--- config.mk ---
export PLATFORM = sky130hd
export DESIGN_NAME = pipeline_fetch
export DESIGN_NICKNAME = d
export VERILOG_FILES = /design/src/rtl/pipeline_fetch_pkg.sv /design/src/rtl/pipeline_fetch_sbp_predecode.sv /design/src/rtl/pipeline_fetch.sv
export SDC_FILE = /design/constraint.sdc
export NUM_CORES = 1
export LEC_CHECK = 0
export CORE_UTILIZATION = 50
export CTS_CLUSTER_DIAMETER = 50
export DETAILED_ROUTE_END_ITERATION = 7
export PLACE_DENSITY = 0.75
export SETUP_SLACK_MARGIN = 0.3
export SLEW_MARGIN = 10
export SYNTH_ARGS = -nofsm -noshare
export SYNTH_HDL_FRONTEND = slang
export SYNTH_SLANG_ARGS = --single-unit
--- constraint.sdc ---
create_clock -name clk -period 7.3 [get_ports clk]
set_clock_uncertainty 0.2 [all_clocks]
set_input_delay 0.73 -clock clk [delete_from_list [all_inputs] [get_ports clk]]
set_output_delay 0.73 -clock clk [all_outputs]
set_load 0.01 [all_outputs]
--- src/rtl/pipeline_fetch_pkg.sv ---
// Shared definitions for the IF stage: opcodes, FSM encodings and the F/D entry layout.
package pipeline_fetch_pkg;

    localparam logic [6:0]  OPC_BRANCH = 7'b1100011;
    localparam logic [6:0]  OPC_JAL    = 7'b1101111;
    localparam logic [6:0]  OPC_JALR   = 7'b1100111;
    localparam logic [31:0] NOP_INSTR  = 32'h0000_0013;

    localparam logic [1:0] ST_BOOT = 2'd0;
    localparam logic [1:0] ST_RUN  = 2'd1;
    localparam logic [1:0] ST_HOLD = 2'd2;

    typedef struct packed {
        logic [31:0] instr;
        logic [31:0] pc;
        logic [31:0] pc_plus4;
        logic        taken;
        logic [31:0] pred_pc;
    } fetch_entry_t;

    localparam fetch_entry_t FD_RESET = '{instr: NOP_INSTR, pc: '0, pc_plus4: '0,
                                          taken: 1'b0, pred_pc: '0};

    function automatic logic [31:0] imm_b(input logic [31:0] i);
        return {{19{i[31]}}, i[31], i[7], i[30:25], i[11:8], 1'b0};
    endfunction

    function automatic logic [31:0] imm_j(input logic [31:0] i);
        return {{11{i[31]}}, i[31], i[19:12], i[20], i[30:21], 1'b0};
    endfunction

endpackage

--- src/rtl/pipeline_fetch_sbp_predecode.sv ---
// Static branch predictor: backward B-type and JAL predicted taken, everything else falls through.
module sbp_predecode
    import pipeline_fetch_pkg::*;
(
    input  logic [31:0] instr,
    input  logic [31:0] pc,
    output logic        taken,
    output logic [31:0] target,
    output logic [31:0] prediction_pc
);

    logic [31:0] pc_plus4;
    logic [31:0] br_tgt;
    logic [31:0] jal_tgt;

    assign pc_plus4 = pc + 32'd4;
    assign br_tgt   = pc + imm_b(instr);
    assign jal_tgt  = pc + imm_j(instr);

    // target is always the next fetch address: predicted target or fall-through
    always_comb begin
        taken         = 1'b0;
        target        = pc_plus4;
        prediction_pc = pc_plus4;
        case (instr[6:0])
            OPC_BRANCH: begin
                if (instr[31]) begin
                    taken  = 1'b1;
                    target = br_tgt;
                end else begin
                    prediction_pc = br_tgt;
                end
            end
            OPC_JAL: begin
                taken  = 1'b1;
                target = jal_tgt;
            end
            OPC_JALR: ;
            default: ;
        endcase
    end

endmodule

--- src/rtl/pipeline_fetch.sv ---
// IF stage: PC/FSM, 1-cycle imem port, static prediction, kill handling and a 1-entry skid buffer.
module pipeline_fetch
    import pipeline_fetch_pkg::*;
#(
    parameter logic [31:0] RESET_PC = 32'h8000_0000
) (
    input  logic        clk,
    input  logic        resetn,
    output logic        imem_req_o,
    output logic [31:0] imem_addr_o,
    input  logic        imem_gnt_i,
    input  logic        imem_rvalid_i,
    input  logic [31:0] imem_rdata_i,
    input  logic        redirection_e_i,
    input  logic [31:0] redirection_pc_e_i,
    input  logic        trap_redirect_t_i,
    input  logic [31:0] trap_pc_t_i,
    input  logic        stall_f_i,
    output logic        valid_f_o,
    output logic [31:0] instr_f_o,
    output logic [31:0] pc_f_o,
    output logic [31:0] pc_plus4_f_o,
    output logic        taken_f_o,
    output logic [31:0] prediction_pc_f_o
);

    logic [1:0]   state_q, state_d;
    logic [31:0]  addr_q, next_addr;
    logic         inflight_q;
    logic [31:0]  inflight_pc_q;
    logic         kill, resp_live, granted;
    logic         pd_taken;
    logic [31:0]  pd_target, pd_pred;
    fetch_entry_t resp, skid_q, fd_q;
    logic         skid_vld_q, fd_vld_q;

    assign kill      = trap_redirect_t_i | redirection_e_i;
    assign resp_live = imem_rvalid_i & inflight_q & ~kill;

    sbp_predecode u_predecode (
        .instr         (imem_rdata_i),
        .pc            (inflight_pc_q),
        .taken         (pd_taken),
        .target        (pd_target),
        .prediction_pc (pd_pred)
    );

    assign resp = '{instr: imem_rdata_i, pc: inflight_pc_q, pc_plus4: inflight_pc_q + 32'd4,
                    taken: pd_taken, pred_pc: pd_pred};

    always_comb begin
        if (trap_redirect_t_i)    next_addr = trap_pc_t_i;
        else if (redirection_e_i) next_addr = redirection_pc_e_i;
        else if (resp_live)       next_addr = pd_target;
        else                      next_addr = addr_q;
    end

    assign imem_addr_o = next_addr & ~32'd3;
    // No request while stalled so at most one response can land in the skid buffer.
    assign imem_req_o  = (state_q != ST_BOOT) && (kill || (state_q == ST_RUN && !stall_f_i));
    assign granted     = imem_req_o & imem_gnt_i;

    always_comb begin
        state_d = state_q;
        if (kill) begin
            state_d = ST_RUN;
        end else begin
            case (state_q)
                ST_BOOT: state_d = ST_RUN;
                ST_RUN:  if (stall_f_i)  state_d = ST_HOLD;
                ST_HOLD: if (!stall_f_i) state_d = ST_RUN;
                default: state_d = ST_BOOT;
            endcase
        end
    end

    always_ff @(posedge clk) begin
        if (!resetn) begin
            state_q       <= ST_BOOT;
            addr_q        <= RESET_PC;
            inflight_q    <= 1'b0;
            inflight_pc_q <= '0;
            skid_vld_q    <= 1'b0;
            skid_q        <= FD_RESET;
            fd_vld_q      <= 1'b0;
            fd_q          <= FD_RESET;
        end else begin
            state_q    <= state_d;
            addr_q     <= imem_addr_o;
            inflight_q <= granted;
            if (granted) inflight_pc_q <= imem_addr_o;

            if (kill) begin
                skid_vld_q <= 1'b0;
                fd_vld_q   <= 1'b0;
            end else if (stall_f_i) begin
                if (resp_live) begin
                    skid_vld_q <= 1'b1;
                    skid_q     <= resp;
                end
            end else if (skid_vld_q) begin
                fd_vld_q   <= 1'b1;
                fd_q       <= skid_q;
                skid_vld_q <= 1'b0;
            end else begin
                fd_vld_q <= resp_live;
                if (resp_live) fd_q <= resp;
            end
        end
    end

    assign valid_f_o         = fd_vld_q;
    assign instr_f_o         = fd_q.instr;
    assign pc_f_o            = fd_q.pc;
    assign pc_plus4_f_o      = fd_q.pc_plus4;
    assign taken_f_o         = fd_q.taken;
    assign prediction_pc_f_o = fd_q.pred_pc;

endmodule

==> metrics.txt, run 1 <==
outcome finished clean; cell with the largest stage delay on the worst path clkdlybuf4s50_1; Post-synth EDFFs 0; total gr overflow 0; Post-Route Setup TNS 0 ps; leading area contributor after synthesis dfxtp_1; critical path cell sequence clkdlybuf4s50_1, ha_1, a21oi_1, o21a_1, nor3_1, a211oi_2, mux2_2, o221a_1, o21ai_1, o221ai_1, nand2_1, clkdlybuf4s50_1; largest incremental delay on the critical path 960 ps; hold-fix buffer count after cts 0; routability congestion estimate from global placement 0.979; Port-buffer cells 254; initial antenna violation count 3; Resize count post-CTS 0; Rel. slew slack 18.6%; All-Layer GR Usage 36.3%; vias in the first global route 15700; fin nets 2521; fmax 163 MHz; Inserted Clock Buffers 39; Detailed Route Iter0 Violations 1734; final setup vio count 0; most frequent CP cell clkdlybuf4s50_1; logic gate share of total power 15.0%; CTS tree done; Post-CTS Setup Repair Bufs 0; DRT Pass-1 Iters 6; CTS H-tree depth 2; core area 33500 µm²; Yosys warning count 0; Final period util 83.8%; design internal power 0.00316 W; Synth Area per Inst 7.66 µm²; Routed Antenna Nets 0; worst hold-check path type register to register; utilization after layout 62.8%; Synth top area share 36.8%; Die Width 187 µm; Routed WL 64800 µm; Req. time, crit path 6370 ps; DP Cell Count 2781; clock buffer depth 3; Final Hold Fails 0; Main synth FF type dfxtp_1; sw frac 28.6%; die area 34800 µm²; CP Class input port to output port; synthesized flop and latch total 313; Critical Path AT 5190 ps; clk slew on worst S/H paths 60 ps; filler instances 2977; worst-margin pin slew 1210 ps; Ports 266; ys async rst share 0%; wire per inst 22.8 µm; MaxCap Viol Count 0; layout cell share with drive strength beyond 1 6.67%; min Tclk post-route 6120 ps; Sink Count 313; sequential-to-total area share from yosys stat 36.8%; post-route insts no fill 2849; area grow syn2layout 23.5%; Syn Std Cell Area 17000 µm²; sw power 0.00127 W; power share of the clock group 44.6%; top post-synthesis cells by area dfxtp_1 37%, nand2_1 8.3%, a21oi_1 6.7%, nor2_1 5.3%, a211oi_1 4.9%; Setup crit start kind input port; Chip Height 187 µm; RSZ-0062 raised after global routing no; Post-Synthesis Cells 2224; Flop pwr share 40.4%; Lkg Pwr 7.28 nW; via count 17300; pwr/cell area 210 nW/µm²; worst IR drop on VDD 0.000179 V; Clock Latency Late Sink 570 ps; Root Buffer clkbuf_16; Distinct cells, synth 92; Worst Path Max Fanout 21; DP HPWL 46400 µm; crit path capture type output port; drt via density 6.09; first-pass GRT wire length 97000 µm; Max Transition Viols Final 0; initial core utilization 50.8%; drt drc 0; pin count of the biggest net entering global routing 178; FP Rows 67
Yosys cell counts (all sizes together) (7+ instances only):
library cell / number
a211oi: 118
a21o: 11
a21oi: 232
a221oi: 10
a22oi: 10
a31oi: 12
and2: 29
and3: 12
buf: 43
clkbuf: 147
dfxtp: 313
ha: 42
inv: 33
mux2i: 71
nand2: 378
nand2b: 11
nand3: 56
nand4: 21
nor2: 240
nor2b: 7
nor3: 24
nor4: 10
o211ai: 24
o21a: 18
o21ai: 163
o21bai: 7
o221ai: 17
o22ai: 8
o31ai: 11
xnor2: 39
xor2: 29
sequential cells by signal, summed over array words and instances, names as in the netlist:
signal	flops
skid_q	124
instr_f_o	32
prediction_pc_f_o	31
addr_q	30
inflight_pc_q	30
pc_f_o	30
pc_plus4_f_o	30
state_q	2
inflight_q	1
skid_vld_q	1
taken_f_o	1
valid_f_o	1
worst paths after layout:
| path | startpoint | endpoint | slack (ps) | depth (start not counted) |
|---|---|---|---|---|
| max reg2reg | inflight_pc_q[2] | inflight_pc_q[26] | 2980 | 12 |
| min | prediction_pc_f_o[18] | prediction_pc_f_o[18] | 250 | 2 |
| max | imem_rdata_i[31] | imem_addr_o[30] | 1180 | 12 |
| min reg2reg | prediction_pc_f_o[18] | prediction_pc_f_o[18] | 250 | 2 |
power groups by stage:
| stage | sequential, W | clock, W | combinational, W |
|---|---|---|---|
| 6_report | 0.00179 | 0.00197 | 0.000664 |
| 5_1_grt | 0.00179 | 0.00207 | 0.000703 |
| 4_1_cts | 0.00178 | 0.00200 | 0.000647 |
| 3_5_place_dp | 0.00182 | 0 | 0.000642 |
| 3_3_place_gp | 0.00182 | 0 | 0.000639 |
| 2_1_floorplan | 0.00179 | 0 | 0.000383 |
logic make-up (layout without fill, tap and decap cells):
kind of cell / count (synthesis) / after routing / synth area share [%]
mux: 77 / 77 / 4.57
flops: 313 / 313 / 36.8
fa+ha+maj: 45 / 45 / 3.38
xor+xnor: 68 / 68 / 3.54
other cells: 1 / 8 / 0.0220
simple gates: 815 / 815 / 21.0
compound gates: 682 / 682 / 25.4
buf+inv: 223 / 393 / 5.32
per-stage QoR:
stage / total power, W / hold slack [ps] / setup WS, ps / instance area (µm²)
after CTS: 0.00443 / 253 / 1290 / 21000
after global routing: 0.00456 / 267 / 965 / 21000
final: 0.00442 / 251 / 1180 / 21100
after floorplan: 0.00218 / 231 / 3280 / 17100
after global placement: 0.00246 / 236 / 1280 / 19700
after detailed placement: 0.00246 / 246 / 1300 / 19700
placed cells by master, fill, tap and decap left out, types with 8 or more instances in the layout:
cell             Yosys  final
nand2b_1            11     11
a21oi_1            229    229
o21ai_1             14     14
a221oi_1            10     10
nor2_1             240    239
o21a_1              18     18
a22oi_1             10     10
xnor2_1             38     38
dfxtp_1            313    312
nor3_1              24     23
o31ai_1             10     10
ha_1                42     42
o221ai_1            15     15
a21o_1              11     11
clkdlybuf4s50_1      0    251
nand3_1             55     54
inv_1               33     32
buf_4               12     38
o21ai_0            147    147
and2_1              28     28
clkbuf_16            0     39
a211oi_1           111    111
and3_1              10      9
a31oi_1             12     12
o22ai_1              8      8
nand2_1            378    378
nand4_1             19     19
xor2_1              29     29
o211ai_1            23     23
mux2i_1             71     71
worst max-delay path: cells and delay by family:
kind	cells	cell delay (ps)
fa+ha+maj	1	740
mux	1	410
simple gates	2	240
buf+inv	2	1520
compound gates	6	1540
cell type report:
type                    instances  area (µm²)  area share, %
multi-input cells            1694        9930           47.2
flip-flops and latches        313        6270           29.8
repair buffers                293        2830           13.5
clock buffers                  50        1090           5.16
well taps                     448         561           2.66
clock inverters                17         236           1.12
inverters                      33         129          0.612
diodes                          1        2.50         0.0119
layer usage:
metal	GRT usage [%]	vias to the layer above	wire length, µm
met5	0	-	0
met4	17.2	0	3120
met3	7.09	163	5490
met2	56.3	860	28500
met1	48.4	8170	27700
li1	-	8153	-
Power figures use the tool's default switching activity.
==> run 2, diff against run 1 <==
CORE_UTILIZATION = 49   (was 50)
PLACE_DENSITY = 0.77   (was 0.75)
clock period = 5.2 ns   (was 7.3 ns; I/O delays follow)
==> metrics.txt, run 2 (same netlist as run 1, synthesis figures left out) <==
min Tclk post-route 4940 ps; clock buffer depth 3; pwr/cell area 282 nW/µm²; CTS tree done; met2 wire length 31100 µm; crit path capture type output port; Lkg Pwr 7.69 nW; area grow syn2layout 28.4%; number of flip-flops in the largest register 124; pin count of the biggest net entering global routing 105; Detailed Route Iter0 Violations 1697; DP Cell Count 2859; total power 0.00617 W; Inserted Clock Buffers 37; MaxCap Viol Count 0; drt drc 0; layout cell share with drive strength beyond 1 10.9%; multi-input gate area in the final layout 10100 µm²; die area 35500 µm²; Root Buffer clkbuf_16; most common cell after layout, fill and taps aside nand2_1; RSZ-0062 raised after global routing yes; storage element area 6280 µm²; fmax 203 MHz; cell with the largest stage delay on the worst path clkdlybuf4s50_1; clk slew on worst S/H paths 60 ps; length of routed met3 wiring 5130 µm; Chip Height 188 µm; ANT cells 0; filler instances 2956; first-pass GRT wire length 101000 µm; DRT Pass-1 Iters 7; Routed Antenna Nets 0; worst hold-check path type input port to register; worst IR drop on VDD 0.000254 V; vias in the first global route 16400; critical path cell sequence clkdlybuf4s50_1, buf_12, ha_1, a21oi_1, o21a_1, nor3_1, a211oi_2, mux2_2, o221a_1, o21ai_1, o221ai_1, buf_4, nand2_1, clkdlybuf4s50_1; Port-buffer cells 254; CTS H-tree depth 2; register name with the most flops skid_q; total gr overflow 0; final setup vio count 0; FP Rows 67; DP HPWL 50400 µm; Top Layer Used met5; drt via density 6.04; WL met1 28600 µm; reg2reg setup slack 1410 ps; initial core utilization 50.3%; outcome finished clean; Die Width 188 µm; most frequent cells in the layout 377 x nand2_1, 307 x dfxtp_1, 247 x clkdlybuf4s50_1, 239 x nor2_1, 229 x a21oi_1; Req. time, crit path 4480 ps; core area 33900 µm²; post-route insts no fill 2933; Post-Route Setup TNS 0 ps; wire per inst 23.1 µm; Setup crit start kind input port; Sink Count 313; largest incremental delay on the critical path 560 ps; Final period util 94.9%; routability congestion estimate from global placement 0.978; Critical Path AT 4220 ps; CP Class input port to output port; family with the most delay on the worst path buffers and inverters; Clock Latency Late Sink 550 ps; most frequent CP cell clkdlybuf4s50_1; Routed WL 67700 µm; Final Hold Fails 0; Max Transition Viols Final 0; Worst Path Max Fanout 28; buffers and inverters on the worst path 4; fin nets 2604; via count 17700; initial antenna violation count 4; Rel. slew slack 11.1%; Ports 266; hold-fix buffer count after cts 0; worst-margin pin slew 1320 ps; All-Layer GR Usage 37.0%
run 2: cell types whose count changed in the layout (fill, tap and decap cells not counted), sizes merged, moves of 2 or more:
| cell | delta |
|---|---|
| dlymetal6s2s | +3 |
| clkbuf | +2 |
| clkinvlp | +2 |
| buf | +85 |
| clkdlybuf4s50 | -4 |
| inv | -2 |
run 2: worst register-to-register path, cell delays in order, from the launching register on:
cell and delay [ps]:
dfxtp_4 460, ha_2 240, inv_1 50, fa_1 400
nor2b_1 150, o21a_1 190, o21ai_2 110, a31o_2 290
o21ai_4 200, buf_4 170, a21boi_0 100, xnor2_1 540
o21ai_0 270, a211oi_1 310
run 2: cell type report:
cell class                      count  share of cell area (%)
Sequential cell                   313                    28.7
Timing Repair Buffer              378                    16.3
Tap cell                          448                    2.56
Inverter                           33                   0.589
Clock buffer                       52                    4.81
Clock inverter                     15                   0.863
Multi-Input combinational cell   1694                    46.2
run 2: what timing repair did:
item,in CTS,in global routing
endpoints found under the hold margin,0,0
setup endpoints to repair,13,18
gates resized for setup,10,34
cloned,0,0
buffers inserted,1,6
pin swaps,0,11
run 2: final timing paths:
kind / from / endpoint / cells past startpoint
max: imem_rdata_i[31] / imem_addr_o[30] / 14
min: imem_rdata_i[22] / skid_q[119] / 3
max reg2reg: inflight_pc_q[2] / skid_q[28] / 13
min reg2reg: pc_plus4_f_o[19] / pc_plus4_f_o[19] / 2
run 2: metal layers:
metal | GRT usage, % | vias up
met2 | 60.1 | 803
met3 | 5.74 | 157
met1 | 49.0 | 8422
met5 | 0 | -
li1 | - | 8316
met4 | 14.9 | 4
run 2: report_power, final:
| group | internal (W) | switching, W |
|---|---|---|
| combinational | 0.000414 | 0.000628 |
| sequential | 0.00244 | 0.0000561 |
| clock | 0.00154 | 0.00109 |
| total | 0.00439 | 0.00177 |
run 2: per-stage QoR:
stage                     worst slack [ps]  hold slack, ps  instance area [µm²]  util (%)
after floorplan                       1600             231                17100         -
after global placement                 206             236                20400      60.2
after detailed placement               173             244                20400      60.2
after CTS                              308             252                21700      64.0
after global routing                   154             163                21900      64.6
final                                  265             127                21900      64.6
